### config.mk
export PLATFORM = sky130hd
export DESIGN_NAME = rr_grant_ctrl
export DESIGN_NICKNAME = d
export VERILOG_FILES = /design/src/rtl/rr_grant_pkg.sv /design/src/rtl/sync_ff.sv /design/src/rtl/rr_grant_ctrl.sv
export SDC_FILE = /design/constraint.sdc
export NUM_CORES = 1
export LEC_CHECK = 0
export ABC_AREA = 0
export BUFFER_PORTS_ARGS = -buffer_cell sky130_fd_sc_hd__buf_2
export CORE_ASPECT_RATIO = 2
export CORE_MARGIN = 8
export CORE_UTILIZATION = 49
export CTS_CLUSTER_SIZE = 12
export DETAILED_ROUTE_END_ITERATION = 16
export PLACE_DENSITY = 0.75
export SLEW_MARGIN = 20
export SYNTH_ARGS = -nofsm -noshare
export SYNTH_HDL_FRONTEND = slang
export SYNTH_SLANG_ARGS = --single-unit
### constraint.sdc
create_clock -name wb_clk_i -period 3.9 [get_ports wb_clk_i]
set_input_delay 0.78 -clock wb_clk_i [delete_from_list [all_inputs] [get_ports wb_clk_i]]
set_output_delay 0.78 -clock wb_clk_i [all_outputs]
set_load 0.02 [all_outputs]
### src/rtl/rr_grant_pkg.sv
// Shared types, default parameters and the round-robin winner search
// for the clocked grant controller.
package rr_grant_pkg;

    localparam int N_REQ           = 3;
    localparam int DEF_SYNC_STAGES = 2;
    localparam int DEF_HOLD_W      = 8;
    localparam int DEF_MAX_HOLD    = 200;

    typedef enum logic [1:0] {
        ST_IDLE    = 2'd0,
        ST_GRANT   = 2'd1,
        ST_RELEASE = 2'd2,
        ST_REVOKE  = 2'd3
    } state_t;

    // Scans last+1, last+2, ... (mod n); the nearest set request wins.
    // Walking the offsets from far to near lets the closest hit overwrite.
    function automatic int rr_winner(input logic [31:0] req, input int last, input int n);
        int idx;
        int win;
        win = last;
        for (int i = 32; i >= 1; i--) begin
            if (i <= n) begin
                idx = last + i;
                if (idx >= n) begin
                    idx = idx - n;
                end else begin
                    idx = idx;
                end
                if (req[idx]) begin
                    win = idx;
                end else begin
                    win = win;
                end
            end else begin
                win = win;
            end
        end
        return win;
    endfunction

endpackage

### src/rtl/sync_ff.sv
// Multi-flop synchronizer for one asynchronous pad input; clears to 0 on reset.
module sync_ff #(
    parameter int STAGES = 2
) (
    input  logic i_clk,
    input  logic i_rst,
    input  logic i_d,
    output logic o_q
);

    logic [STAGES-1:0] r_chain;

    // Shift the pad level through the synchronizer chain.
    always_ff @(posedge i_clk or posedge i_rst) begin
        if (i_rst) begin
            r_chain <= '0;
        end else begin
            r_chain <= {r_chain[STAGES-2:0], i_d};
        end
    end

    assign o_q = r_chain[STAGES-1];

endmodule

### src/rtl/rr_grant_ctrl.sv
// Clocked round-robin grant controller: synchronizes pad requests and runs a
// four-phase request/grant handshake with a bounded hold time.
module rr_grant_ctrl #(
    parameter int N_REQ       = rr_grant_pkg::N_REQ,
    parameter int SYNC_STAGES = rr_grant_pkg::DEF_SYNC_STAGES,
    parameter int HOLD_W      = rr_grant_pkg::DEF_HOLD_W,
    parameter int MAX_HOLD    = rr_grant_pkg::DEF_MAX_HOLD
) (
    input  logic             wb_clk_i,
    input  logic             wb_rst_i,
    input  logic [N_REQ-1:0] req_i,
    output logic [N_REQ-1:0] gnt_o,
    output logic [N_REQ-1:0] gnt_oeb_o,
    output logic [1:0]       owner_o,
    output logic             busy_o,
    output logic             timeout_o
);

    import rr_grant_pkg::*;

    localparam logic [HOLD_W-1:0] HOLD_LAST = HOLD_W'(MAX_HOLD - 1);

    logic [N_REQ-1:0]  w_req_s;
    logic [1:0]        w_win;
    logic [N_REQ-1:0]  w_win_oh;
    logic              w_any;
    logic              w_owner_req;

    state_t            r_state;
    logic [HOLD_W-1:0] r_cnt;
    logic [1:0]        r_last;
    logic [1:0]        r_owner;
    logic [N_REQ-1:0]  r_gnt;
    logic [N_REQ-1:0]  r_oeb;
    logic              r_busy;
    logic              r_timeout;

    genvar g;
    generate
        for (g = 0; g < N_REQ; g++) begin : g_sync
            sync_ff #(.STAGES(SYNC_STAGES)) u_sync (
                .i_clk (wb_clk_i),
                .i_rst (wb_rst_i),
                .i_d   (req_i[g]),
                .o_q   (w_req_s[g])
            );
        end
    endgenerate

    assign w_any       = |w_req_s;
    assign w_win       = 2'(rr_winner({{(32-N_REQ){1'b0}}, w_req_s}, int'(r_last), N_REQ));
    assign w_win_oh    = {{(N_REQ-1){1'b0}}, 1'b1} << w_win;
    assign w_owner_req = w_req_s[r_owner];

    // Pad drivers are enabled from the first clock edge after reset.
    always_ff @(posedge wb_clk_i or posedge wb_rst_i) begin
        if (wb_rst_i) begin
            r_oeb <= {N_REQ{1'b1}};
        end else begin
            r_oeb <= {N_REQ{1'b0}};
        end
    end

    // Handshake FSM; every output it drives is registered here.
    always_ff @(posedge wb_clk_i or posedge wb_rst_i) begin
        if (wb_rst_i) begin
            r_state   <= ST_IDLE;
            r_cnt     <= '0;
            r_last    <= 2'(N_REQ - 1);
            r_owner   <= 2'd0;
            r_gnt     <= '0;
            r_busy    <= 1'b0;
            r_timeout <= 1'b0;
        end else begin
            r_timeout <= 1'b0;
            case (r_state)
                ST_IDLE: begin
                    if (w_any) begin
                        r_gnt   <= w_win_oh;
                        r_busy  <= 1'b1;
                        r_owner <= w_win;
                        r_last  <= w_win;
                        r_cnt   <= '0;
                        r_state <= ST_GRANT;
                    end else begin
                        r_gnt   <= '0;
                        r_busy  <= 1'b0;
                    end
                end
                ST_GRANT: begin
                    // A release seen on the final hold cycle beats the timeout.
                    if (!w_owner_req) begin
                        r_gnt   <= '0;
                        r_busy  <= 1'b0;
                        r_state <= ST_RELEASE;
                    end else if (r_cnt == HOLD_LAST) begin
                        r_gnt     <= '0;
                        r_busy    <= 1'b0;
                        r_timeout <= 1'b1;
                        r_state   <= ST_REVOKE;
                    end else begin
                        r_cnt <= r_cnt + {{(HOLD_W-1){1'b0}}, 1'b1};
                    end
                end
                ST_RELEASE: begin
                    r_gnt   <= '0;
                    r_busy  <= 1'b0;
                    r_state <= ST_IDLE;
                end
                ST_REVOKE: begin
                    r_gnt  <= '0;
                    r_busy <= 1'b0;
                    if (!w_owner_req) begin
                        r_state <= ST_RELEASE;
                    end else begin
                        r_state <= ST_REVOKE;
                    end
                end
                default: begin
                    r_gnt   <= '0;
                    r_busy  <= 1'b0;
                    r_state <= ST_IDLE;
                end
            endcase
        end
    end

    assign gnt_o     = r_gnt;
    assign gnt_oeb_o = r_oeb;
    assign owner_o   = r_owner;
    assign busy_o    = r_busy;
    assign timeout_o = r_timeout;

endmodule

======== After elaboration in Yosys (flattened, before gate mapping) ========
Index checks and enable logic that the tools add are counted.
operators by class
  add/sub/neg operators ................... 7
  multipliers ............................. 0
  div/mod/pow operators ................... 0
  magnitude comparators ................... 7
  eq/ne operators ......................... 8
  shift-type cells ........................ 1
  muxes and demuxes ....................... 37
  bitwise gates (word level) .............. 0
  reductions and logical operators ........ 7
operators by type and width
  cell                                                          number
  less-than comparator 32 x 7 -> 1 bit (second input constant)  3
  two-way mux 32 bit                                            3
  two-way mux 8 bit                                             3
  case mux 8 bit (2 select lines)                               1
  binary-select mux 1 bit (select 5 bit)                        3
  two-way mux 1 bit                                             14
  two-way mux 2 bit                                             6
  subtractor 3 x 2 -> 4 bit (second input constant)             3
  >= comparator 3 x 2 -> 1 bit (second input constant)          3
  two-way mux 3 bit                                             3
  case mux 3 bit (3 select lines)                               1
  adder 8 x 1 -> 8 bit (second input constant)                  1
  equality test 8 bit (second input constant)                   1
  case mux 2 bit (4 select lines)                               1
  adder 2 x 2 -> 3 bit (second input constant)                  2
  inequality test 2 bit (second input constant)                 3
  equality test 2 bit (second input constant)                   2
  AND reduction 2 bit                                           2
  AND reduction 4 bit                                           1
  adder 2 x 1 -> 3 bit (second input constant)                  1
  less-than comparator 2 x 3 -> 1 bit (second input constant)   1
  inequality test 3 bit (second input constant)                 1
  case mux 1 bit (3 select lines)                               1
  OR reduction 3 bit                                            1
  6 further kinds                                               6
word-level totals
  bits in registers ....................... 28
  bits in latches ......................... 0
  RAM bits ................................ 0
  bits in read-only memories .............. 0
  input port bits ......................... 5
  output and inout port bits .............. 10
  word-level logic and storage cells ...... 78
  memories ................................ 0

======== Logic depth before layout (Yosys ltp) ========
  depth after elaboration ................. 12
  depth in mapped cells ................... 8
  depth with buffers taken out ............ 7

======== Cells and area by module ========
Synthesis repeated with hierarchy kept, for this count alone.
second synthesis, totals
  cell total of the unflattened synthesis .. 132
  area total of the unflattened synthesis .. 1337.5 µm²
by module, submodules not included
  module         instances  cells an instance  area each (µm²)
  rr_grant_ctrl  1          123                1176.1
  sync_ff        3          3                  53.8

======== Least setup slack after synthesis ========
No wires, ideal clock.
  path kind ............................... reg2reg
  start point ............................. register r_last[1]
  end point ............................... register r_gnt[0], in the netlist gnt_o[0]
  setup time .............................. 121 ps
  arrival ................................. 1958 ps
  setup slack ............................. 1821 ps
  cell stages (with the launch flop) ...... 9
  buffers on the path ..................... 1
  clock period less this slack ............ 2079 ps
  path through ............................ dfstp_2 > inv_1 > ha_1 > buf_2 > mux2i_1 > a221oi_1 > a31oi_1 > a22o_1 > a22o_1
between the ends
  word-level cells in the longest chain between the ends .. 12
  elaborated cells between the ends (all ways) .. 27
ends and longest elaborated chain
  item                                                                       line                                    text
  start, declared                                                            rr_grant_ctrl.sv:31                     logic [1:0] r_last;
  start signal, assigned                                                     rr_grant_ctrl.sv:69                     r_last <= 2'(N_REQ - 1);
  start signal, assigned                                                     rr_grant_ctrl.sv:82                     r_last <= w_win;
  adder 2 x 2 -> 3 bit                                                       rr_grant_pkg.sv:25                      idx = last + i;
  subtractor 3 x 2 -> 4 bit or >= comparator 3 x 2 -> 1 bit (tied branches)  rr_grant_pkg.sv:27, rr_grant_pkg.sv:26
  two-way mux 32 bit                                                         rr_grant_pkg.sv:26                      if (idx >= n) begin
  binary-select mux 1 bit (select 5 bit)                                     rr_grant_pkg.sv:31                      if (req[idx]) begin
  two-way mux 1 bit (implied by the code) (2 in a row)                       rr_grant_pkg.sv:31
  two-way mux 2 bit (2 in a row)                                             rr_grant_pkg.sv:31
  two-way mux 2 bit *                                                        rr_grant_pkg.sv:31
  << shifter 1 x 2 -> 3 bit *                                                rr_grant_ctrl.sv:52                     assign w_win_oh = {{(N_REQ-1){1'b0}}, 1'b1} << w_win;
  two-way mux 3 bit *                                                        rr_grant_ctrl.sv:78                     if (w_any) begin
  case mux 3 bit (3 select lines) *                                          rr_grant_ctrl.sv:76                     case (r_state)
  end signal, assigned                                                       rr_grant_ctrl.sv:79                     r_gnt <= w_win_oh;
  end, declared                                                              rr_grant_ctrl.sv:33                     logic [N_REQ-1:0] r_gnt;
Mark *: on every way between the ends. The rest lies on a longest branch, timed or not. The select of a mux whose other input is x is not followed.
A chain may end at the register's enable or synchronous reset.

======== Worst setup path after layout ========
  start point ............................. register r_last[0]
  end point ............................... register r_gnt[2], in the netlist gnt_o[2]
The elaborated chain is that of the path after synthesis.

==> reports/metrics.yaml <==
sta:
  min_period_over_period: 0.605
  finClkSkew_ps: 2.56
  tightestPinTransition_ps: 912
  worst_slack_ps: 1540
  max_freq_mhz: 424
  finalSetupViolations: 0
  fin_crit_ps: 2360
  drv_slew: 0
  hold_viol_final: 0
  setup_tns_ps: 0
  rsz0062_at_grt: "no"
  max_slew_margin: 0.392
synthesis:
  synth.mux.area_fraction: 0.0225
  synthCells: 130
  synthArstFlopShare: 1.00
  synth_xor_area_frac: 0.0197
  synth.largest_area_cell: "dfrtp_1"
  yosysTopAreaCellShare: 0.431
  yosysMostFrequentCell: "dfrtp_1"
  synth.avg_cell_area_sq_um: 10.3
  synthesis.nets: 142
  netlist_area_sq_um: 1340
  ys_dominant_reg_cell: "dfrtp_1"
  yosys.area_share.simple: 0.184
  synth_edf_count: 0
  synth_cell_types: 45
  synth-adder-area-share: 0.0655
  ys_warn_count: 0
  synth_top_family_by_area: "compound AO/OA/AOI/OAI gates"
  synth_compound_area_frac: 0.196
  yosys-top-cells-area: "dfrtp_1 (43%), ha_1 (6.6%), dfstp_2 (3.9%)"
  synth_common_cells: "dfrtp_1 (23), nand2_1 (10), ha_1 (7)"
  yosysSeqAreaShare: 0.470
  ys_ff_latch: 25
global_routing:
  grt_pass1_vias: 970
  antenna_found_initial: 0
  grt-ovfl-total: 0
  grt_max_degree: 26
  grt_pass1_wl_microns: 4290
  grt_usage: 0.110
min_path:
  hold_path.startpoint: "g_sync[0].u_sync.r_chain[0]"
  min_path_cells: 0
  holdPathEnd: "g_sync[0].u_sync.r_chain[1]"
  hp-class: "reg -> reg"
drt:
  wire_per_inst_microns: 14.7
  antenna_left: 0
  wirelength_microns: 2520
  drtIter0Drc: 15
  dr.pass1.iters: 4
  viasPerCell: 5.89
  vias: 1007
  drc: 0
worst_setup_path:
  crit_path_start_kind: "register"
  crit_required_ps: 4060
  critPathTopFamily: "compound AO/OA/AOI/OAI gates"
  critPathBufInv: 1
  rr_endpoint: "gnt_o[2]"
  worstSetupEndpointType: "register"
  ff2ff_path_depth: 7
  cp_cell_sequence: "inv_1 > ha_1 > a21boi_0 > a221oi_1 > a31oi_1 > a22o_1 > a22o_1"
  cp_max_fo: 10
  critPathSlowestCell: "dfrtp_1"
  path_class: "reg -> reg"
  reg2reg_slack_ps: 1540
  slowest_delay_ps: 530
  crit_top_cell: "a22o_1"
  worst-endpoint-arrival_ps: 2520
  regToRegStartpoint: "r_last[0]"
clock_tree:
  ctsHoldBuffers: 0
  cts_buffer_depth: 2
  path_clk_slew_ps: 90
  cts_max_level: 1
  clock_latency_ps: 270
  cts_root_buffer: "clkbuf_8"
  cts-resized-gates: 0
  postCtsSetupRepairBufs: 0
  cts_sinks: 25
  cts_tree: "yes"
  cts_buffers: 3
cells_and_area:
  drive_above_1_share: 0.169
  nets: 155
  areaGrowthSynthToFinish_pct: 8.71
  n_fill_cell: 246
  antennaDiodeCount: 0
  multi_input_area_sq_um: 654
  seqCellArea_sq_um: 628
placed_design:
  hpwlAfterDp_microns: 1880
  place.gp.congestion: 0.820
  portBuffers: 14
  pre_cts_ws_ps: 1590
floorplanning:
  die_h_microns: 89.9
  coreArea_sq_um: 2670
  die-width_microns: 52.9
  die_area_sq_um: 4760
  initial_utilization: 0.501
  pin_count: 15
  rows: 27
pwr:
  ir_drop_mv: 0.488
  power_leakage_nw: 0.666
  power_per_cell_area_nw_per_um2: 739
run_status:
  outcome: "finished, final reports clean"
run:
  drv_cap: 0
[kinds of logic (layout without fill, tap and decap cells)]
logic type               after synthesis  after routing
AND/OR/NAND/NOR                       45             45
AO/OA/AOI/OAI                         35             35
flip-flops                            25             25
buffers and inverters                 11             23
adder cells (fa/ha/maj)                7              7
XOR/XNOR                               3              3
multiplexers                           3              3
other                                  1              1
[registers in the layout, indices dropped and copies added (netlist names)]
register and cells:
busy_o 1, g_sync.u_sync.r_chain 6, gnt_o 3, gnt_oeb_o 1
owner_o 1, r_cnt 8, r_last 2, r_state 2
timeout_o 1
[power by group]
group          switching [mW]  internal (mW)
Combinational           0.324          0.209
Sequential             0.0656          0.321
Clock                  0.0806         0.0731
[metal layers]
| layer | up-vias | wire length, microns | part of all wire | GRT usage |
|---|---|---|---|---|
| met5 | - | 0 | 0 | 0 |
| met4 | 0 | 35 | 0.014 | 0.0370 |
| met3 | 4 | 110 | 0.044 | 0.0264 |
| met2 | 24 | 1200 | 0.48 | 0.163 |
| met1 | 483 | 1170 | 0.47 | 0.150 |
| li1 | 496 | - | - | - |
[cell type report]
| cell class | count | area share |
|---|---|---|
| inverter | 5 | 0.0129 |
| tap | 29 | 0.0250 |
| sequential | 25 | 0.432 |
| timing repair buffer | 14 | 0.0482 |
| clock buffer | 4 | 0.0310 |
| multi-input combinational | 94 | 0.450 |
[how the worst max path moves through the flow]
| stage | startpoint | endpoint | slack (ps) | cells after the start |
|---|---|---|---|---|
| 2_1_floorplan | r_last[1] | gnt_o[0] | 1820 | 8 |
| 3_3_place_gp | r_last[1] | gnt_o[0] | 1700 | 7 |
| 3_5_place_dp | r_last[0] | gnt_o[0] | 1590 | 7 |
| 4_1_cts | r_last[0] | gnt_o[2] | 1570 | 7 |
| 5_1_grt | r_last[0] | gnt_o[0] | 1380 | 7 |
| 6_report | r_last[0] | gnt_o[2] | 1540 | 7 |
[layout by cell type, fill, tap and decap left out, types with 2 or more instances in the layout]
| cell type | n |
|---|---|
| nor4_1 | 2 |
| or3_1 | 3 |
| buf_2 | 14 |
| dfstp_2 | 2 |
| xor2_1 | 3 |
| nand3_1 | 3 |
| o21ai_0 | 6 |
| o211ai_2 | 2 |
| inv_1 | 5 |
| and3_1 | 5 |
| o31ai_1 | 2 |
| a21oi_1 | 6 |
| o211ai_1 | 2 |
| clkbuf_8 | 3 |
| o221ai_1 | 2 |
| a22o_1 | 3 |
| dfrtp_1 | 23 |
| mux2i_1 | 3 |
| nor3_1 | 3 |
| o2bb2ai_1 | 2 |
| nand2b_1 | 4 |
| ha_1 | 7 |
| nand2_1 | 10 |
| nor2_1 | 6 |
[metrics by stage]
step	std cells	hold slack, ps	power [mW]	util	instance area (sq um)
2_1_floorplan	130	331	0.811	-	1340
3_3_place_gp	167	333	0.907	0.527	1410
3_5_place_dp	167	336	0.922	0.527	1410
4_1_cts	171	356	1.08	0.544	1450
5_1_grt	171	358	1.16	0.544	1450
6_report	171	352	1.07	0.544	1450
[worst register-to-register path, cell delays in order (launching register included)]
cell and delay (ps):
dfrtp_1 530, inv_1 180, ha_1 510, a21boi_0 160, a221oi_1 350, a31oi_1 80, a22o_1 260, a22o_1 190
Power figures use the tool's default switching activity.
